<file path="src/rtl/exp_rom_pkg.sv">
// Shared types and constants for the ROM download loader: FSM states,
// the boot-image slot-to-page table and the extension character decoder.
package exp_rom_pkg;

  localparam logic [8:0]  MF2_PAGE   = 9'h1FF;
  localparam logic [8:0]  BAD_PAGE   = 9'h1EE;
  localparam int unsigned BOOT_PAGES = 4;

  typedef enum logic [1:0] {IDLE, PEND, WR0, WR1} state_e;

  // 16K slot n of each bank of the boot image lands on this SDRAM page
  localparam logic [8:0] BOOT_SLOT_PAGE [BOOT_PAGES] = '{9'h000, 9'h100, 9'h107, MF2_PAGE};

  // Returns {valid, nibble} for an upper-case ASCII hex digit
  function automatic logic [4:0] ext_char_to_nibble(input logic [7:0] c);
    logic [4:0] r;
    r = '0;
    if (c >= "0" && c <= "9") begin
      r = {1'b1, 4'(c - 8'h30)};
    end else if (c >= "A" && c <= "F") begin
      r = {1'b1, 4'(c - 8'h37)};
    end
    return r;
  endfunction

endpackage

</file>
<file path="src/rtl/exp_rom_if.sv">
// HPS ioctl download stream plus the paced SDRAM write request it becomes.
interface exp_rom_if;

  logic        ioctl_download;
  logic        ioctl_wr;
  logic [24:0] ioctl_addr;
  logic [7:0]  ioctl_dout;
  logic [7:0]  ioctl_index;
  logic [31:0] ioctl_file_ext;
  logic        ioctl_wait;
  logic        boot_wr;
  logic [22:0] boot_a;
  logic [1:0]  boot_bank;
  logic [7:0]  boot_dout;

  modport master (
    output ioctl_download, ioctl_wr, ioctl_addr, ioctl_dout, ioctl_index, ioctl_file_ext,
    input  ioctl_wait, boot_wr, boot_a, boot_bank, boot_dout
  );

  modport slave (
    input  ioctl_download, ioctl_wr, ioctl_addr, ioctl_dout, ioctl_index, ioctl_file_ext,
    output ioctl_wait, boot_wr, boot_a, boot_bank, boot_dout
  );

endinterface

</file>
<file path="src/rtl/exp_rom_loader_map.sv">
// 256x1 expansion-ROM presence map. Only the power-up value clears it;
// reset deliberately leaves it alone so loaded ROMs survive a CPU reset.
module rom_presence_map (
  input  logic       clk_sys,
  input  logic       set_i,
  input  logic [7:0] set_addr_i,
  input  logic [7:0] query_addr_i,
  output logic       hit_o
);

  logic [255:0] map_q = '0;
  logic         hit_q;

  always_ff @(posedge clk_sys) begin
    if (set_i) begin
      map_q[set_addr_i] <= 1'b1;
    end
    hit_q <= map_q[query_addr_i];
  end

  assign hit_o = hit_q;

endmodule

</file>
<file path="src/rtl/exp_rom_loader.sv">
// Turns the HPS ioctl byte stream into ce_ref-paced SDRAM writes for the boot
// image and .eXX expansion ROMs. Optional LOADER_CKSUM_EN adds a byte checksum.
module exp_rom_loader
  import exp_rom_pkg::*;
(
  input  logic       clk_sys,
  input  logic       reset,
  input  logic       ce_ref,
  exp_rom_if.slave   bus,
  input  logic [7:0] map_addr,
  output logic       map_hit
`ifdef LOADER_CKSUM_EN
  ,
  output logic [15:0] cksum,
  output logic        cksum_valid
`endif
);

  localparam int unsigned SLOT_W = $clog2(BOOT_PAGES);

  state_e      state_q;
  logic        dl_q;
  logic [8:0]  page_q;
  logic        combo_q;
  logic        wait_q;
  logic        boot_wr_q;
  logic [22:0] boot_a_q;
  logic [1:0]  bank_q;
  logic [7:0]  dout_q;
  logic        dual_q;

  logic        dl_start;
  logic [4:0]  nib_hi, nib_lo;
  logic [8:0]  ext_page_d;
  logic        ext_combo_d;
  logic [10:0] slot;
  logic        boot_img, slot_ok, accept;
  logic [8:0]  slot_page;
  logic [7:0]  exp_pg;
  logic        unused_ext_hi;

  assign dl_start      = bus.ioctl_download & ~dl_q;
  assign unused_ext_hi = ^bus.ioctl_file_ext[31:16];

  // Each hex character overrides only its own nibble of BAD_PAGE
  always_comb begin
    nib_hi      = ext_char_to_nibble(bus.ioctl_file_ext[15:8]);
    nib_lo      = ext_char_to_nibble(bus.ioctl_file_ext[7:0]);
    ext_page_d  = BAD_PAGE;
    ext_combo_d = 1'b0;
    if (bus.ioctl_file_ext[15:0] == "ZZ") begin
      ext_page_d = '0;
    end else if (bus.ioctl_file_ext[15:0] == "Z0") begin
      ext_page_d  = '0;
      ext_combo_d = 1'b1;
    end else begin
      if (nib_hi[4]) ext_page_d[7:4] = nib_hi[3:0];
      if (nib_lo[4]) ext_page_d[3:0] = nib_lo[3:0];
      ext_page_d[8] = 1'b1;
    end
  end

  assign slot      = bus.ioctl_addr[24:14];
  assign boot_img  = (bus.ioctl_index == '0);
  assign slot_ok   = (slot < 11'(2 * BOOT_PAGES));
  assign slot_page = BOOT_SLOT_PAGE[slot[SLOT_W-1:0]];
  assign exp_pg    = page_q[7:0] + bus.ioctl_addr[21:14];
  assign accept    = (state_q == IDLE) && bus.ioctl_wr && bus.ioctl_download &&
                     (!boot_img || slot_ok);

  always_ff @(posedge clk_sys) begin
    if (reset) begin
      state_q   <= IDLE;
      dl_q      <= 1'b0;
      page_q    <= BAD_PAGE;
      combo_q   <= 1'b0;
      wait_q    <= 1'b0;
      boot_wr_q <= 1'b0;
      boot_a_q  <= '0;
      bank_q    <= '0;
      dout_q    <= '0;
      dual_q    <= 1'b0;
    end else begin
      dl_q <= bus.ioctl_download;
      if (dl_start) begin
        page_q  <= ext_page_d;
        combo_q <= ext_combo_d;
      end
      case (state_q)
        IDLE: begin
          if (accept) begin
            dout_q  <= bus.ioctl_dout;
            wait_q  <= 1'b1;
            state_q <= PEND;
            if (boot_img) begin
              boot_a_q <= {slot_page, bus.ioctl_addr[13:0]};
              bank_q   <= {1'b0, slot[SLOT_W]};
              dual_q   <= 1'b0;
            end else begin
              boot_a_q <= {page_q[8], exp_pg, bus.ioctl_addr[13:0]};
              bank_q   <= {1'b0, bus.ioctl_index[7:6] == 2'b11};
              dual_q   <= (bus.ioctl_index[7:6] != 2'b11);
            end
          end
        end
        PEND: begin
          if (ce_ref) begin
            boot_wr_q <= 1'b1;
            state_q   <= WR0;
          end
        end
        WR0: begin
          // The request is consumed on this strobe; a dual load re-queues for bank 1
          if (ce_ref) begin
            boot_wr_q <= 1'b0;
            if (dual_q && bank_q == 2'd0) begin
              bank_q  <= 2'd1;
              state_q <= PEND;
            end else begin
              state_q <= WR1;
            end
          end
        end
        WR1: begin
          boot_wr_q <= 1'b0;
          wait_q    <= 1'b0;
          state_q   <= IDLE;
          if (combo_q && boot_a_q[13:0] == '1) begin
            page_q  <= MF2_PAGE;
            combo_q <= 1'b0;
          end
        end
        default: state_q <= IDLE;
      endcase
    end
  end

  rom_presence_map u_map (
    .clk_sys      (clk_sys),
    .set_i        ((state_q == WR1) && boot_a_q[22]),
    .set_addr_i   (boot_a_q[21:14]),
    .query_addr_i (map_addr),
    .hit_o        (map_hit)
  );

  assign bus.ioctl_wait = wait_q;
  assign bus.boot_wr    = boot_wr_q;
  assign bus.boot_a     = boot_a_q;
  assign bus.boot_bank  = bank_q;
  assign bus.boot_dout  = dout_q;

`ifdef LOADER_CKSUM_EN
  logic [15:0] cksum_q;
  logic        cksum_valid_q;
  logic        end_pend_q;
  logic        dl_end;

  assign dl_end = ~bus.ioctl_download & dl_q;

  // A download end seen mid-write is held until the FSM is back in IDLE
  always_ff @(posedge clk_sys) begin
    if (reset) begin
      cksum_q       <= '0;
      cksum_valid_q <= 1'b0;
      end_pend_q    <= 1'b0;
    end else if (dl_start) begin
      cksum_q       <= '0;
      cksum_valid_q <= 1'b0;
      end_pend_q    <= 1'b0;
    end else begin
      if (accept) begin
        cksum_q <= cksum_q + 16'(bus.ioctl_dout);
      end
      if (dl_end || end_pend_q) begin
        if (state_q == IDLE) begin
          cksum_valid_q <= 1'b1;
          end_pend_q    <= 1'b0;
        end else begin
          end_pend_q <= 1'b1;
        end
      end
    end
  end

  assign cksum       = cksum_q;
  assign cksum_valid = cksum_valid_q;
`endif

endmodule
</file>
<file path="src/flat_wrapper.sv">
// flat-port wrapper written by rule: the top's interface ports become plain ports
module exp_rom_loader_flat import exp_rom_pkg::*;
  (clk_sys, reset, ce_ref, map_addr, map_hit, bus_ioctl_download, bus_ioctl_wr, bus_ioctl_addr, bus_ioctl_dout, bus_ioctl_index, bus_ioctl_file_ext, bus_ioctl_wait, bus_boot_wr, bus_boot_a, bus_boot_bank, bus_boot_dout);
  exp_rom_if bus_i ();
  input  logic clk_sys;
  input  logic reset;
  input  logic ce_ref;
  input  logic [7:0] map_addr;
  output logic map_hit;
  input wire logic [$bits(bus_i.ioctl_download)-1:0] bus_ioctl_download;
  input wire logic [$bits(bus_i.ioctl_wr)-1:0] bus_ioctl_wr;
  input wire logic [$bits(bus_i.ioctl_addr)-1:0] bus_ioctl_addr;
  input wire logic [$bits(bus_i.ioctl_dout)-1:0] bus_ioctl_dout;
  input wire logic [$bits(bus_i.ioctl_index)-1:0] bus_ioctl_index;
  input wire logic [$bits(bus_i.ioctl_file_ext)-1:0] bus_ioctl_file_ext;
  output wire logic [$bits(bus_i.ioctl_wait)-1:0] bus_ioctl_wait;
  output wire logic [$bits(bus_i.boot_wr)-1:0] bus_boot_wr;
  output wire logic [$bits(bus_i.boot_a)-1:0] bus_boot_a;
  output wire logic [$bits(bus_i.boot_bank)-1:0] bus_boot_bank;
  output wire logic [$bits(bus_i.boot_dout)-1:0] bus_boot_dout;
  assign bus_i.ioctl_download = bus_ioctl_download;
  assign bus_i.ioctl_wr = bus_ioctl_wr;
  assign bus_i.ioctl_addr = bus_ioctl_addr;
  assign bus_i.ioctl_dout = bus_ioctl_dout;
  assign bus_i.ioctl_index = bus_ioctl_index;
  assign bus_i.ioctl_file_ext = bus_ioctl_file_ext;
  assign bus_ioctl_wait = bus_i.ioctl_wait;
  assign bus_boot_wr = bus_i.boot_wr;
  assign bus_boot_a = bus_i.boot_a;
  assign bus_boot_bank = bus_i.boot_bank;
  assign bus_boot_dout = bus_i.boot_dout;
  exp_rom_loader u_core (.clk_sys(clk_sys), .reset(reset), .ce_ref(ce_ref), .bus(bus_i), .map_addr(map_addr), .map_hit(map_hit));
endmodule
</file>
<file path="config.mk">
export PLATFORM = sky130hd
export DESIGN_NAME = exp_rom_loader_flat
export DESIGN_NICKNAME = d
export VERILOG_FILES = /design/src/rtl/exp_rom_pkg.sv /design/src/rtl/exp_rom_if.sv /design/src/rtl/exp_rom_loader_map.sv /design/src/rtl/exp_rom_loader.sv /design/src/flat_wrapper.sv
export SDC_FILE = /design/constraint.sdc
export NUM_CORES = 1
export LEC_CHECK = 0
export CORE_AREA = 2 2 166 168
export DETAILED_ROUTE_END_ITERATION = 8
export DIE_AREA = 0 0 168 170
export MAX_ROUTING_LAYER = met4
export PLACE_DENSITY = 0.87
export SYNTH_ARGS = -nofsm -noshare
export SYNTH_HDL_FRONTEND = slang
export SYNTH_SLANG_ARGS = --single-unit
</file>
<file path="constraint.sdc">
create_clock -name clk_sys -period 15 [get_ports clk_sys]
set_input_delay 3 -clock clk_sys [delete_from_list [all_inputs] [get_ports clk_sys]]
set_output_delay 3 -clock clk_sys [all_outputs]
set_load 0.02 [all_outputs]
</file>
==> results.yml <==
outcome:
  status: "finished clean"
timing:
  rsz0062_at_grt: "false"
  finalHoldViolCount: 0
  tightest_slew_ps: 1170
  worst_hold_slack_ps: 454
  clock.fmax_mhz: 165
  setup_tns_ps: 0
  drv_slew: 0
  slew_headroom_pct: 21.6
  fin_crit_ps: 6070
  finalCritPeriodShare_pct: 40.5
  finalSetupViolations: 0
  finClkSkew_ps: 30.7
clock_network:
  clk_pin_slew_ps: 60
  clockRootBuffer: "clkbuf_16"
  cts-htree-levels: 1
  post_cts_resize_count: 0
  cts_tree: "built"
  cts_buffers: 30
  post-cts-setup-buffer-count: 0
  ctsHoldBuffers: 0
  clkLatencyLatePin_ps: 570
  cts_max_path_buffers: 3
  cts_sinks: 305
finish:
  area_growth_pct: 16.4
  final_common_cell: "a21o_1"
  nNetsFinal: 1304
  layout_common_cells: "257 x a21o_1, 256 x edfxtp_1, 102 x clkdlybuf4s50_1, 73 x nand2_1, 59 x mux2i_1"
  stdcell_count: 1567
  drive_gt1_share_pct: 10.4
  finish.instance_area_um2: 17000
  diodes: 0
route:
  wirelength_um: 36000
  drt_iter0_drc: 1076
  drc: 0
  ant_nets: 0
  wl_per_cell_um: 23.0
  vias: 10275
  dr.pass1.iters: 5
  via_per_inst: 6.56
global_route:
  grt_pass1_wl_um: 56700
  grt_pass1_vias: 10262
  grt_overflow: 0
  grt_max_degree: 77
  grt_usage_pct: 26.1
  antenna_found_initial: 0
floorplanning:
  coreArea_um2: 26700
  rows: 60
  start_util_pct: 54.8
  num_io_pins: 122
  dieArea_um2: 28600
  fp.dieH_um: 170
  die_w_um: 168
placed_design:
  placed_cells: 1511
  place_hpwl_um: 22000
  place_area_um2: 16000
  gp_congestion: 0.868
  port_buffers: 104
synth:
  synth.cell_area_um2: 14600
  synth_area_per_cell_um2: 13.1
  ys_warn_count: 0
  syn_inst: 1114
  synth_fp_nets: 1216
  ys_seq_area_share_pct: 59.4
  async_flop_share_pct: 0
  synth-seq-cells: 305
  synth.distinct_cells: 58
  synth_edf_count: 256
  synth_ff_type: "edfxtp_1"
worst_setup_path:
  cp.arrival_ps: 6570
  crit_required_ps: 15500
  crit_fanout: 33
  start_kind: "input port"
  crit_type: "in -> reg"
  end_kind: "flip-flop"
power_and_ir_drop:
  irDropWorstVdd_v: 0.0000949
  power_leakage_nw: 5.00
  power_density_nw_per_um2: 108
flow_run:
  maxCapViolations: 0
min_path:
  hp-class: "reg -> reg"
==> routing by layer <==
layer  global-route usage [%]  wire (um)
met4                     9.22       1250
met2                     43.4      17900
met3                     4.40       3070
met1                     32.6      13700
met5                        -          0
==> sequential cells by signal, summed over array words and instances (netlist names) <==
register	count
u_core.u_map.map_q	256
u_core.bus.boot_a	23
u_core.page_q	9
u_core.bus.boot_dout	8
u_core.state_q	2
u_core.bus.boot_bank	1
u_core.bus.boot_wr	1
u_core.bus.ioctl_wait	1
u_core.combo_q	1
u_core.dl_q	1
u_core.dual_q	1
u_core.u_map.hit_o	1
==> worst paths after layout <==
path,start,end,slack (ps),cells past startpoint
min reg2reg,u_core.bus.boot_dout[0]$_SDFFE_PP0P_,u_core.bus.boot_dout[0]$_SDFFE_PP0P_,450,2
max,map_addr[0],u_core.u_map.hit_o$_DFF_P_,8930,9
max reg2reg,u_core.state_q[0]$_SDFFE_PP0P_,u_core.u_map.map_q[114]$_DFFE_PP_,11650,3
min,u_core.bus.boot_dout[0]$_SDFFE_PP0P_,u_core.bus.boot_dout[0]$_SDFFE_PP0P_,450,2
==> power by group <==
| part | switching [mW] | internal [mW] |
|---|---|---|
| Clock | 0.313 | 0.433 |
| Sequential | 0.0132 | 0.915 |
| Combinational | 0.0969 | 0.0637 |
| Total | 0.423 | 1.41 |
==> synthesized netlist by cell type, types with 3 or more instances <==
library cell	number	area (um2)
a211oi_1	3	22.5
a21o_1	257	1930
a21oi_1	45	225
a221o_1	4	40.0
a22o_1	4	35.0
a31oi_1	4	25.0
and3_1	3	18.8
buf_2	6	30.0
buf_4	7	52.6
clkbuf_1	58	218
dfxtp_1	49	981
edfxtp_1	256	7690
ha_1	15	188
inv_1	13	48.8
mux2i_1	59	591
mux4_2	41	923
nand2_1	73	274
nand2b_1	13	81.3
nand3_1	11	55.1
nand3b_1	3	22.5
nand4_1	3	18.8
nor2_1	53	199
nor2b_1	4	25.0
nor3_1	25	125
nor3b_1	3	22.5
nor4_1	11	68.8
o2111ai_1	3	26.3
o211ai_1	6	45.0
o21a_1	4	30.0
o21ai_0	13	65.1
o221ai_1	3	26.3
o22ai_1	21	131
o41ai_1	3	26.3
xnor2_1	5	43.8
==> critical path: stages <==
cell and delay (ps):
buf_4 500, buf_4 610, nand3b_1 620, o22ai_1 390, nor4_1 80, or4b_2 710
o22ai_1 230, a31o_1 170, a221o_1 210
==> cells by family (layout without fill, tap and decap cells) <==
logic type      count (synthesis)  in the layout  synth area share (%)
buf+inv                        87            199                  2.57
other cells                     1              1                0.0257
flops                         305            305                  59.4
xor+xnor                        7              7                 0.420
compound gates                382            382                  18.7
simple gates                  214            214                  6.91
mux                           102            102                  10.5
fa+ha+maj                      16             16                  1.42
==> metrics by stage <==
step	power [mW]	setup slack (ps)	util (%)
after floorplan	1.03	7910	-
after global placement	1.10	8430	60.0
after detailed placement	1.10	8390	60.0
after CTS	1.84	8940	63.7
after global routing	1.89	8800	63.7
final	1.83	8930	63.7
==> final cells by class <==
class | count | area [um2]
Clock buffer | 42 | 858
Multi-Input combinational cell | 722 | 5620
Inverter | 13 | 48.8
Tap cell | 341 | 427
Clock inverter | 14 | 128
Timing Repair Buffer | 130 | 1230
Fill cell | 1861 | 9670
Sequential cell | 305 | 8670
Power figures use the tool's default switching activity.
